===== config.mk =====
export PLATFORM = sky130hd
export DESIGN_NAME = cal1d_fp16_pool_acc
export DESIGN_NICKNAME = d
export VERILOG_FILES = /design/src/rtl/cal1d_pool_pkg.sv /design/src/rtl/cal1d_fp16_pool_acc.sv
export SDC_FILE = /design/constraint.sdc
export NUM_CORES = 1
export LEC_CHECK = 0
export CAP_MARGIN = 20
export CORE_AREA = 2 2 137 139
export DETAILED_ROUTE_END_ITERATION = 8
export DIE_AREA = 0 0 139 141
export PLACE_DENSITY = 0.82
export SLEW_MARGIN = 20
export SYNTH_ARGS = -nofsm -noshare
export SYNTH_HDL_FRONTEND = slang
export SYNTH_SLANG_ARGS = --single-unit

===== constraint.sdc =====
create_clock -name nvdla_op_gated_clk_fp16 -period 4 [get_ports nvdla_op_gated_clk_fp16]
set_clock_uncertainty 0.15 [all_clocks]
set_input_delay 0.4 -clock nvdla_op_gated_clk_fp16 [delete_from_list [all_inputs] [get_ports nvdla_op_gated_clk_fp16]]
set_output_delay 0.4 -clock nvdla_op_gated_clk_fp16 [all_outputs]
set_load 0.05 [all_outputs]

===== src/rtl/cal1d_pool_pkg.sv =====
// Shared types and constants for the FP16-path 1D pooling accumulator.
// fp17 lanes: sign[16], exp[15:10] (bias 31), mant[9:0].
package cal1d_pool_pkg;

    localparam int FP17_W = 17;
    localparam logic [FP17_W-1:0] FP17_ZERO = 17'h00000;
    localparam int LANES = 4;

    typedef enum logic [1:0] {
        IDLE,
        ISSUE,
        WAIT,
        OUT
    } pool_st_e;

endpackage


===== src/rtl/cal1d_fp16_pool_acc.sv =====
// 1D pooling window accumulator: feeds {beat, partial} to an external adder.
// Optional: CAL1D_POOL_PERF_CNT_EN adds a saturating window counter output.
module cal1d_fp16_pool_acc #(
    parameter int LANES   = 4,
    parameter int DW      = cal1d_pool_pkg::FP17_W,
    parameter int KW_BITS = 3
) (
    input  logic                  nvdla_op_gated_clk_fp16,
    input  logic                  nvdla_core_rst,
    input  logic [KW_BITS-1:0]    cfg_kernel_width,
    input  logic                  pool_in_pvld,
    output logic                  pool_in_prdy,
    input  logic [LANES*DW-1:0]   pool_in_data,
    output logic                  sum_in_pvld,
    input  logic                  sum_in_prdy,
    output logic [DW-1:0]         sum_a_0,
    output logic [DW-1:0]         sum_a_1,
    output logic [DW-1:0]         sum_a_2,
    output logic [DW-1:0]         sum_a_3,
    output logic [DW-1:0]         sum_b_0,
    output logic [DW-1:0]         sum_b_1,
    output logic [DW-1:0]         sum_b_2,
    output logic [DW-1:0]         sum_b_3,
    input  logic                  sum_out_pvld,
    output logic                  sum_out_prdy,
    input  logic [DW-1:0]         sum_z_0,
    input  logic [DW-1:0]         sum_z_1,
    input  logic [DW-1:0]         sum_z_2,
    input  logic [DW-1:0]         sum_z_3,
`ifdef CAL1D_POOL_PERF_CNT_EN
    output logic [31:0]           perf_win_cnt,
`endif
    output logic                  pool_out_pvld,
    input  logic                  pool_out_prdy,
    output logic [LANES*DW-1:0]   pool_out_data
);

    import cal1d_pool_pkg::*;

    pool_st_e              r_state;
    pool_st_e              w_state_nxt;
    logic [LANES*DW-1:0]   r_partial;
    logic [LANES*DW-1:0]   w_partial_nxt;
    logic [3:0]            r_beat_cnt;
    logic [3:0]            w_beat_cnt_nxt;
    logic [KW_BITS-1:0]    r_kw_lat;
    logic [KW_BITS-1:0]    w_kw_lat_nxt;
    logic [LANES*DW-1:0]   w_sum_a;
    logic [LANES*DW-1:0]   w_sum_b;
    logic [LANES*DW-1:0]   w_sum_z;
    logic [DW-1:0]         w_a_lane [LANES];
    logic [DW-1:0]         w_b_lane [LANES];
    logic [DW-1:0]         w_z_lane [LANES];
    logic                  w_run;
    logic                  w_in_acc;
    logic                  w_out_acc;
    logic                  w_start;
    logic                  w_last;

    assign w_run = !nvdla_core_rst;

    // Stale or unexpected adder results are always drained.
    assign sum_out_prdy = 1'b1;

    assign w_z_lane[0] = sum_z_0;
    assign w_z_lane[1] = sum_z_1;
    assign w_z_lane[2] = sum_z_2;
    assign w_z_lane[3] = sum_z_3;

    genvar g;
    generate
        for (g = 0; g < LANES; g++) begin : g_lane
            assign w_a_lane[g]         = w_sum_a[DW*g +: DW];
            assign w_b_lane[g]         = w_sum_b[DW*g +: DW];
            assign w_sum_z[DW*g +: DW] = w_z_lane[g];
        end
    endgenerate

    assign sum_a_0 = w_a_lane[0];
    assign sum_a_1 = w_a_lane[1];
    assign sum_a_2 = w_a_lane[2];
    assign sum_a_3 = w_a_lane[3];
    assign sum_b_0 = w_b_lane[0];
    assign sum_b_1 = w_b_lane[1];
    assign sum_b_2 = w_b_lane[2];
    assign sum_b_3 = w_b_lane[3];

    assign w_in_acc  = pool_in_pvld & pool_in_prdy;
    assign w_out_acc = pool_out_pvld & pool_out_prdy;
    assign w_last    = (r_beat_cnt == (4'(r_kw_lat) + 4'd1));

    // Next-state, handshake and datapath selection for the window FSM.
    always_comb begin
        w_state_nxt    = r_state;
        w_partial_nxt  = r_partial;
        w_beat_cnt_nxt = r_beat_cnt;
        w_kw_lat_nxt   = r_kw_lat;
        pool_in_prdy   = 1'b0;
        sum_in_pvld    = 1'b0;
        pool_out_pvld  = 1'b0;
        pool_out_data  = '0;
        w_sum_a        = '0;
        w_sum_b        = '0;
        w_start        = 1'b0;
        unique case (r_state)
            IDLE: begin
                pool_in_prdy = w_run;
                w_start      = w_in_acc;
            end
            ISSUE: begin
                sum_in_pvld  = pool_in_pvld & w_run;
                pool_in_prdy = sum_in_prdy & w_run;
                w_sum_a      = pool_in_data;
                w_sum_b      = r_partial;
                if (w_in_acc) begin
                    w_beat_cnt_nxt = r_beat_cnt + 4'd1;
                    w_state_nxt    = WAIT;
                end
            end
            WAIT: begin
                if (sum_out_pvld) begin
                    w_partial_nxt = w_sum_z;
                    w_state_nxt   = w_last ? OUT : ISSUE;
                end
            end
            OUT: begin
                pool_out_pvld = w_run;
                pool_out_data = r_partial;
                pool_in_prdy  = pool_out_prdy & w_run;
                if (w_out_acc) begin
                    w_partial_nxt = '0;
                    w_state_nxt   = IDLE;
                    w_start       = w_in_acc;
                end
            end
        endcase
        if (w_start) begin
            w_partial_nxt  = pool_in_data;
            w_kw_lat_nxt   = cfg_kernel_width;
            w_beat_cnt_nxt = 4'd1;
            w_state_nxt    = (cfg_kernel_width == '0) ? OUT : ISSUE;
        end
    end

    // Window state, partial sum and beat bookkeeping registers.
    always_ff @(posedge nvdla_op_gated_clk_fp16) begin
        if (nvdla_core_rst) begin
            r_state    <= IDLE;
            r_partial  <= {LANES{FP17_ZERO}};
            r_beat_cnt <= 4'd0;
            r_kw_lat   <= '0;
        end else begin
            r_state    <= w_state_nxt;
            r_partial  <= w_partial_nxt;
            r_beat_cnt <= w_beat_cnt_nxt;
            r_kw_lat   <= w_kw_lat_nxt;
        end
    end

`ifdef CAL1D_POOL_PERF_CNT_EN
    logic [31:0] r_perf_cnt;

    // Saturating count of emitted windows.
    always_ff @(posedge nvdla_op_gated_clk_fp16) begin
        if (nvdla_core_rst) begin
            r_perf_cnt <= 32'd0;
        end else if (w_out_acc && (r_perf_cnt != 32'hFFFF_FFFF)) begin
            r_perf_cnt <= r_perf_cnt + 32'd1;
        end
    end

    assign perf_win_cnt = r_perf_cnt;
`endif

endmodule


# After elaboration in Yosys (flattened, before gate mapping)
# Cells that the tools add are included.
# totals
ff_bits,77
out_inout_bits,208
elab_cells,53
in_bits,145
# op_classes
reduce_logical,12
n_addsub,2
n_bitwise,5
mux,22
eq_ne,7
# op_table
cell,count
68-bit 2-to-1 mux,6
68-bit case mux with 2 select lines,1
2-bit 2-to-1 mux,6
3-bit inequality test (second input constant),3
1-bit 2-to-1 mux,6
2-bit case mux with 3 select lines,1
1-bit AND,5
3-bit by 1-bit adder with 4-bit output (second input constant),1
4-bit by 1-bit adder with 4-bit output (second input constant),1
2-bit == test (second input constant),2
4-bit == test,1
2-bit AND reduction,2
4-bit AND reduction,1
2-bit nonzero test,2
4-bit nonzero test,1
3-bit logical NOT,1
1-bit case mux with 3 select lines,1
3-bit AND reduction,1
3-bit nonzero test,1
2-bit by 1-bit == test with 1-bit output (second input constant),1
2-bit logical NOT,1
1-bit case mux with 2 select lines,1
2-bit OR reduction,1
1-bit logical NOT,1

# Logic depth before layout (Yosys ltp)
# Gate-level depths: netlist (run 1).
# logic_depth
ltp_word,8
depth_mapped,10
mapped_depth_nobuf,7

# Worst setup path after synthesis (run 1)
# No wires, ideal clock.
# synth_timing
path_kind,register to output
start,register r_state[1]
end,output pool_out_pvld
slack_ns,1.755
arrival_ns,1.695
stages_incl_launch_ff,5
n_path_buf,2
required_time_ns,3.450
path_cell_list,dfxtp_1 ha_1 buf_2 clkbuf_1 nor2b_1
# synth_via
elab_chain_cells,2
# synth_lines
item,line,source
"start, declared",cal1d_fp16_pool_acc.sv:40,pool_st_e r_state;
"start signal, assigned",cal1d_fp16_pool_acc.sv:153,r_state <= w_state_nxt;
2-bit == test,cal1d_fp16_pool_acc.sv:105,unique case (r_state)
1-bit 2-to-1 mux,cal1d_fp16_pool_acc.sv:105,
"end, declared",cal1d_fp16_pool_acc.sv:33,"output logic pool_out_pvld,"
# Every way passes these cells.

# Final worst setup path (run 1)
# layout_timing
start,register r_state[1]
end,output sum_a_1[5]
# layout_via
elab_chain_cells,2
# layout_lines
item,line,source
2-bit by 1-bit == test with 1-bit output,cal1d_fp16_pool_acc.sv:105,
68-bit 2-to-1 mux,cal1d_fp16_pool_acc.sv:105,
"end, declared",cal1d_fp16_pool_acc.sv:17,"output logic [DW-1:0] sum_a_1,"
# Every way passes these cells.

==> impl_metrics.yaml, run 1 <==
outcome:
  run_status: "finished clean"
worst_setup_path:
  r2r_end: "r_partial[23]"
  crit_arrival_ps: 2720
  cp-endpoint: "sum_a_1[5]"
  cp-end-kind: "output port"
  required_ps: 3450
  startpoint: "r_state[1]"
  reg2reg_from: "r_state[0]"
  path_class: "reg2out"
  rrSetupSlack_ps: 960
  cp-start-kind: "flip-flop"
  reg2regPathDepth: 7
  crit_path_max_fanout: 53
clocking:
  post_cts_resized: 0
  clock_latency_ps: 330
  cts_buffers: 9
  clockRootBuffer: "clkbuf_16"
  cts_tree: "yes"
  clockBufferDepth: 2
  cts_hold_buf: 0
  cts.clk_slew.worst_paths_ps: 60
  cts-htree-levels: 3
  postCtsSetupBuffers: 0
  cts_sinks: 77
synth:
  synth_area_per_cell_um2: 7.02
  syn_inst: 839
  syn-num-nets: 992
  yosysMostFrequentCell: "and2_1"
  syn-cell-area_mm2: 0.00589
  yosys.area.top_type: "dfxtp_1"
  synth_cell_types: 42
  ys_top_cells_by_area: "dfxtp_1, and2_1, nand2_1"
  synth.top_cell.area_share_pct: 26.2
  synth_commonest_cells: "and2_1, nand2_1, dfxtp_1, a21oi_1"
  async_flop_share_pct: 0
  ys_warn_count: 0
  ys_seq_area_share_pct: 26.2
  ys.flop_type: "dfxtp_1"
  synth-edff-count: 0
  ys_seq_elements: 77
finish:
  syn2layout_area_growth_pct: 66.4
  final_nets: 1288
  fillCellCount: 1779
  seqCellArea_mm2: 0.00154
  multi_input_area_mm2: 0.00370
  drive_gt1_share_pct: 5.96
sta:
  finalCriticalPeriod_ps: 3270
  hold_violations: 0
  relSlewSlack_pct: 47.8
  fin_tns_setup_ps: 0
  post-route-period-util_pct: 81.7
  timing.hold.ws_ps: 326
  drv_slew: 0
  worst_pin_slew_ps: 784
  rsz0062_at_grt: "no"
  setup_viol: 0
  fmax_mhz: 306
floorplan:
  dieArea_mm2: 0.0196
  die_h_um: 141
  start_util_pct: 32.2
  pin_count: 353
  rows: 50
  die_x_um: 139
  coreArea_mm2: 0.0183
detailed_routing:
  postRouteWirelength_um: 21500
  avgRoutedWirePerCell_um: 15.6
  antenna_left: 0
  drtPass1Iterations: 5
  via_count: 6758
  drc: 0
  drt_iter0_markers: 342
  via_per_inst: 4.91
power_and_ir_drop:
  power-per-cell-area_mw_per_mm2: 642
  ir_drop_uv: 335
  leakagePower_nw: 4.06
grt:
  grt.total_usage_pct: 21.1
  grt_pass1_vias: 6472
  grt_pass1_wl_um: 33600
  grt_max_degree: 71
  grt_overflow: 0
  antenna_found_initial: 0
place:
  dp_hpwl_um: 15600
  gp_congestion: 0.805
  io_buffers: 351
job:
  drv_cap: 0
worst_hold_path:
  hp-class: "reg2reg"
metal layers:
layer  wire length [µm]  vias to the layer above  global-route usage (%)  share of wire (%)
li1                   -                     3300                       -                  -
met1               8880                     3147                    25.1                 41
met2              10800                      277                    38.2                 51
met3               1310                       34                    3.74                6.1
met4                442                        0                    7.60                2.1
met5                  0                        -                       0                  0
critical path, stage by stage, from the launching register on:
cell             delay [ps]
dfxtp_1                 360
inv_1                   130
ha_4                    420
buf_4                   420
and2_1                  220
clkdlybuf4s50_1         810
registers in the layout, summed over array words and instances, names as in the netlist:
signal / count
r_kw_lat: 3
r_state: 2
r_partial: 68
r_beat_cnt: 4
logic make-up after synthesis:
| group | after synthesis | synth area share [%] |
|---|---|---|
| flip-flops | 77 | 26.2 |
| buffers and inverters | 151 | 11.5 |
| XOR/XNOR | 7 | 1.04 |
| other | 1 | 0.0637 |
| adder cells (fa/ha/maj) | 8 | 1.70 |
| multiplexers | 2 | 0.361 |
| AND/OR/NAND/NOR | 440 | 38.3 |
| AO/OA/AOI/OAI | 153 | 20.9 |
metrics by stage:
| stage | std cells | utilization (%) | setup WS (ps) | power (W) | area [µm²] |
|---|---|---|---|---|---|
| global route | 1374 | 53.6 | 542 | 0.00673 | 9790 |
| detailed placement | 1358 | 51.6 | 836 | 0.00533 | 9430 |
| CTS | 1374 | 53.6 | 681 | 0.00633 | 9790 |
| finish | 1375 | 53.6 | 734 | 0.00629 | 9800 |
| global placement | 1358 | 51.6 | 894 | 0.00525 | 9430 |
| floorplan | 839 | - | 1750 | 0.00423 | 5890 |
final cells by class:
class / instances / area share (%)
Multi-Input combinational cell: 611 / 37.7
Clock buffer: 13 / 2.76
Antenna cell: 1 / 0.0255
Tap cell: 234 / 2.99
Clock inverter: 3 / 0.920
Inverter: 72 / 2.76
Timing Repair Buffer: 364 / 37.1
Sequential cell: 77 / 15.7
cell usage in the layout, fill, tap and decap left out, types with 9 or more instances in the layout:
cell / instances
clkdlybuf4s50_1: 350
and2_1: 204
nand2_1: 144
dfxtp_1: 77
a21oi_1: 74
nor2_1: 72
inv_1: 72
a311oi_1: 45
a311oi_2: 23
buf_4: 12
clkbuf_16: 9
where the power goes:
group / leakage [nW] / total (W) / switching, W / internal [W]
logic: 3.25 / 0.00402 / 0.00258 / 0.00144
registers: 0.633 / 0.00128 / 0.000220 / 0.00106
clock network: 0.176 / 0.000984 / 0.000322 / 0.000661
total: 4.06 / 0.00629 / 0.00312 / 0.00317
worst min path at each step:
stage	slack (ps)	from	cells past startpoint	to
6_report	330	r_kw_lat[2]	2	r_kw_lat[2]
3_5_place_dp	320	r_kw_lat[2]	2	r_kw_lat[2]
4_1_cts	330	r_kw_lat[2]	2	r_kw_lat[2]
5_1_grt	370	r_kw_lat[2]	2	r_kw_lat[2]
3_3_place_gp	320	r_kw_lat[2]	2	r_kw_lat[2]
2_1_floorplan	300	r_kw_lat[2]	2	r_kw_lat[2]
No activity file was read; power rests on OpenSTA's default activity.
==> run 2, diff against run 1 <==
--- a/config.mk
+++ b/config.mk
@@ -6,10 +6,10 @@
 export NUM_CORES = 1
 export LEC_CHECK = 0
 export CAP_MARGIN = 20
-export CORE_AREA = 2 2 137 139
+export CORE_AREA = 2 2 138 140
 export DETAILED_ROUTE_END_ITERATION = 8
-export DIE_AREA = 0 0 139 141
-export PLACE_DENSITY = 0.82
+export DIE_AREA = 0 0 140 142
+export PLACE_DENSITY = 0.81
 export SLEW_MARGIN = 20
 export SYNTH_ARGS = -nofsm -noshare
 export SYNTH_HDL_FRONTEND = slang
==> constraint.sdc (replaced) <==
create_clock -name nvdla_op_gated_clk_fp16 -period 3.25 [get_ports nvdla_op_gated_clk_fp16]
set_clock_uncertainty 0.15 [all_clocks]
set_input_delay 0.325 -clock nvdla_op_gated_clk_fp16 [delete_from_list [all_inputs] [get_ports nvdla_op_gated_clk_fp16]]
set_output_delay 0.325 -clock nvdla_op_gated_clk_fp16 [all_outputs]
set_load 0.05 [all_outputs]
==> run 2 against run 1 <==
Net effect: the flow now finishes with violations (design-rule violations); worst hold slack worse by 77 ps; critical path depth down 1; via count down 1.3%; cell count up 0.15%; core utilization down 0.90 points; clock power down 7.1%; worst setup slack worse by 550 ps; die area up 1.4%; critical path type unchanged.
==> impl_metrics.yaml, run 2 (synthesis gave the netlist of run 1 again) <==
sta:
  drv_slew: 0
  rsz0062_at_grt: "no"
  hold_violations: 0
  post-route-period-util_pct: 94.3
  finalCriticalPeriod_ps: 3060
  relSlewSlack_pct: 46.4
  setup_viol: 0
  fin_tns_setup_ps: 0
  timing.hold.ws_ps: 248
  worst_pin_slew_ps: 803
  fmax_mhz: 326
clocking:
  cts.clk_slew.worst_paths_ps: 60
  cts_hold_buf: 0
  postCtsSetupBuffers: 0
  cts-htree-levels: 3
  cts_sinks: 77
  clock_latency_ps: 330
  clockBufferDepth: 2
  post_cts_resized: 0
  cts_buffers: 9
  cts_tree: "yes"
  clockRootBuffer: "clkbuf_16"
grt:
  grt_max_degree: 74
  grt_overflow: 0
  grt_pass1_vias: 6318
  grt_pass1_wl_um: 32800
  antenna_found_initial: 0
  grt.total_usage_pct: 20.2
worst_setup_path:
  crit_path_max_fanout: 54
  crit_arrival_ps: 2590
  rrSetupSlack_ps: 200
  cp-end-kind: "output port"
  required_ps: 2770
  startpoint: "r_state[0]"
  cp-endpoint: "sum_b_3[7]"
  reg2regPathDepth: 7
  path_class: "reg2out"
  reg2reg_from: "r_state[0]"
  r2r_end: "r_state[0]"
  cp-start-kind: "flip-flop"
power_and_ir_drop:
  power_w: 0.00748
  switching_share_pct: 51.0
  pwr-share-seq_pct: 21.0
  intPower_w: 0.00366
  ir_drop_uv: 417
  p_sw_w: 0.00382
  comb_power_share_pct: 66.8
  leakagePower_nw: 4.04
  clkPwrFrac_pct: 12.2
  power-per-cell-area_mw_per_mm2: 769
finish:
  final_core_util_pct: 52.7
  drive_gt1_share_pct: 6.21
  multi_input_area_mm2: 0.00370
  instances_no_fill: 1377
  fillCellCount: 1766
  syn2layout_area_growth_pct: 65.3
  diodes: 0
  largest_register_ffs: 68
  reg.largest.list: "r_partial x68, r_beat_cnt x4, r_kw_lat x3"
  mostFrequentLayoutCell: "clkdlybuf4s50_1"
  final_cell_mix: "clkdlybuf4s50_1, and2_1, nand2_1"
  top_register: "r_partial"
  final_nets: 1292
  seqCellArea_mm2: 0.00154
outcome:
  violations: "design-rule violations"
  run_status: "finished, violations left"
floorplan:
  die_x_um: 140
  rows: 50
  coreArea_mm2: 0.0185
  dieArea_mm2: 0.0199
  start_util_pct: 31.9
  die_h_um: 142
  pin_count: 353
worst_hold_path:
  hp-class: "in2reg"
detailed_routing:
  via_per_inst: 4.84
  avgRoutedWirePerCell_um: 15.3
  postRouteWirelength_um: 21100
  drtPass1Iterations: 9
  via_count: 6667
  drt_iter0_markers: 341
  drc: 24
  antenna_left: 0
place:
  gp_congestion: 0.807
  io_buffers: 351
  dp_hpwl_um: 15400
  dp_cells: 1362
job:
  drv_cap: 0
run 2: routing by layer:
layer / wire [µm] / global-route usage [%]
met2: 10800 / 37.4
met4: 414 / 6.96
met1: 8680 / 23.7
met3: 1180 / 3.30
met5: 0 / 0
run 2: final cells by class:
class	count	area share, %
clock buffer	13	2.57
tap	234	3.01
timing repair buffer	368	37.7
multi-input combinational	611	38.0
sequential	77	15.8
inverter	72	2.78
clock inverter	2	0.103
run 2: how the worst min path moves through the flow:
stage	slack, ps	end	startpoint	cells after the start
2_1_floorplan	300	r_kw_lat[2]	r_kw_lat[2]	2
6_report	250	r_kw_lat[2]	nvdla_core_rst	2
5_1_grt	270	r_partial[2]	nvdla_core_rst	2
3_3_place_gp	320	r_kw_lat[2]	r_kw_lat[2]	2
4_1_cts	240	r_kw_lat[2]	nvdla_core_rst	2
3_5_place_dp	320	r_kw_lat[2]	r_kw_lat[2]	2
run 2: per-stage QoR:
stage / worst slack, ps / area, µm²
final: 187 / 9730
after global placement: 258 / 9470
after CTS: 126 / 9730
after floorplan: 1010 / 5890
after detailed placement: 180 / 9470
after global routing: 9.13 / 9730
run 2: critical path, cell delays in order (launching register included):
cell and delay (ps):
dfxtp_1 470, ha_4 490, buf_4 320, and2_1 170
clkdlybuf4s50_1 800
run 2: power groups by stage:
stage / combinational (W) / clock, W / sequential (W)
floorplan: 0.00374 / 0 / 0.00148
global placement: 0.00493 / 0 / 0.00158
detailed placement: 0.00502 / 0 / 0.00159
CTS: 0.00503 / 0.000939 / 0.00157
global route: 0.00541 / 0.000982 / 0.00162
finish: 0.00500 / 0.000914 / 0.00157
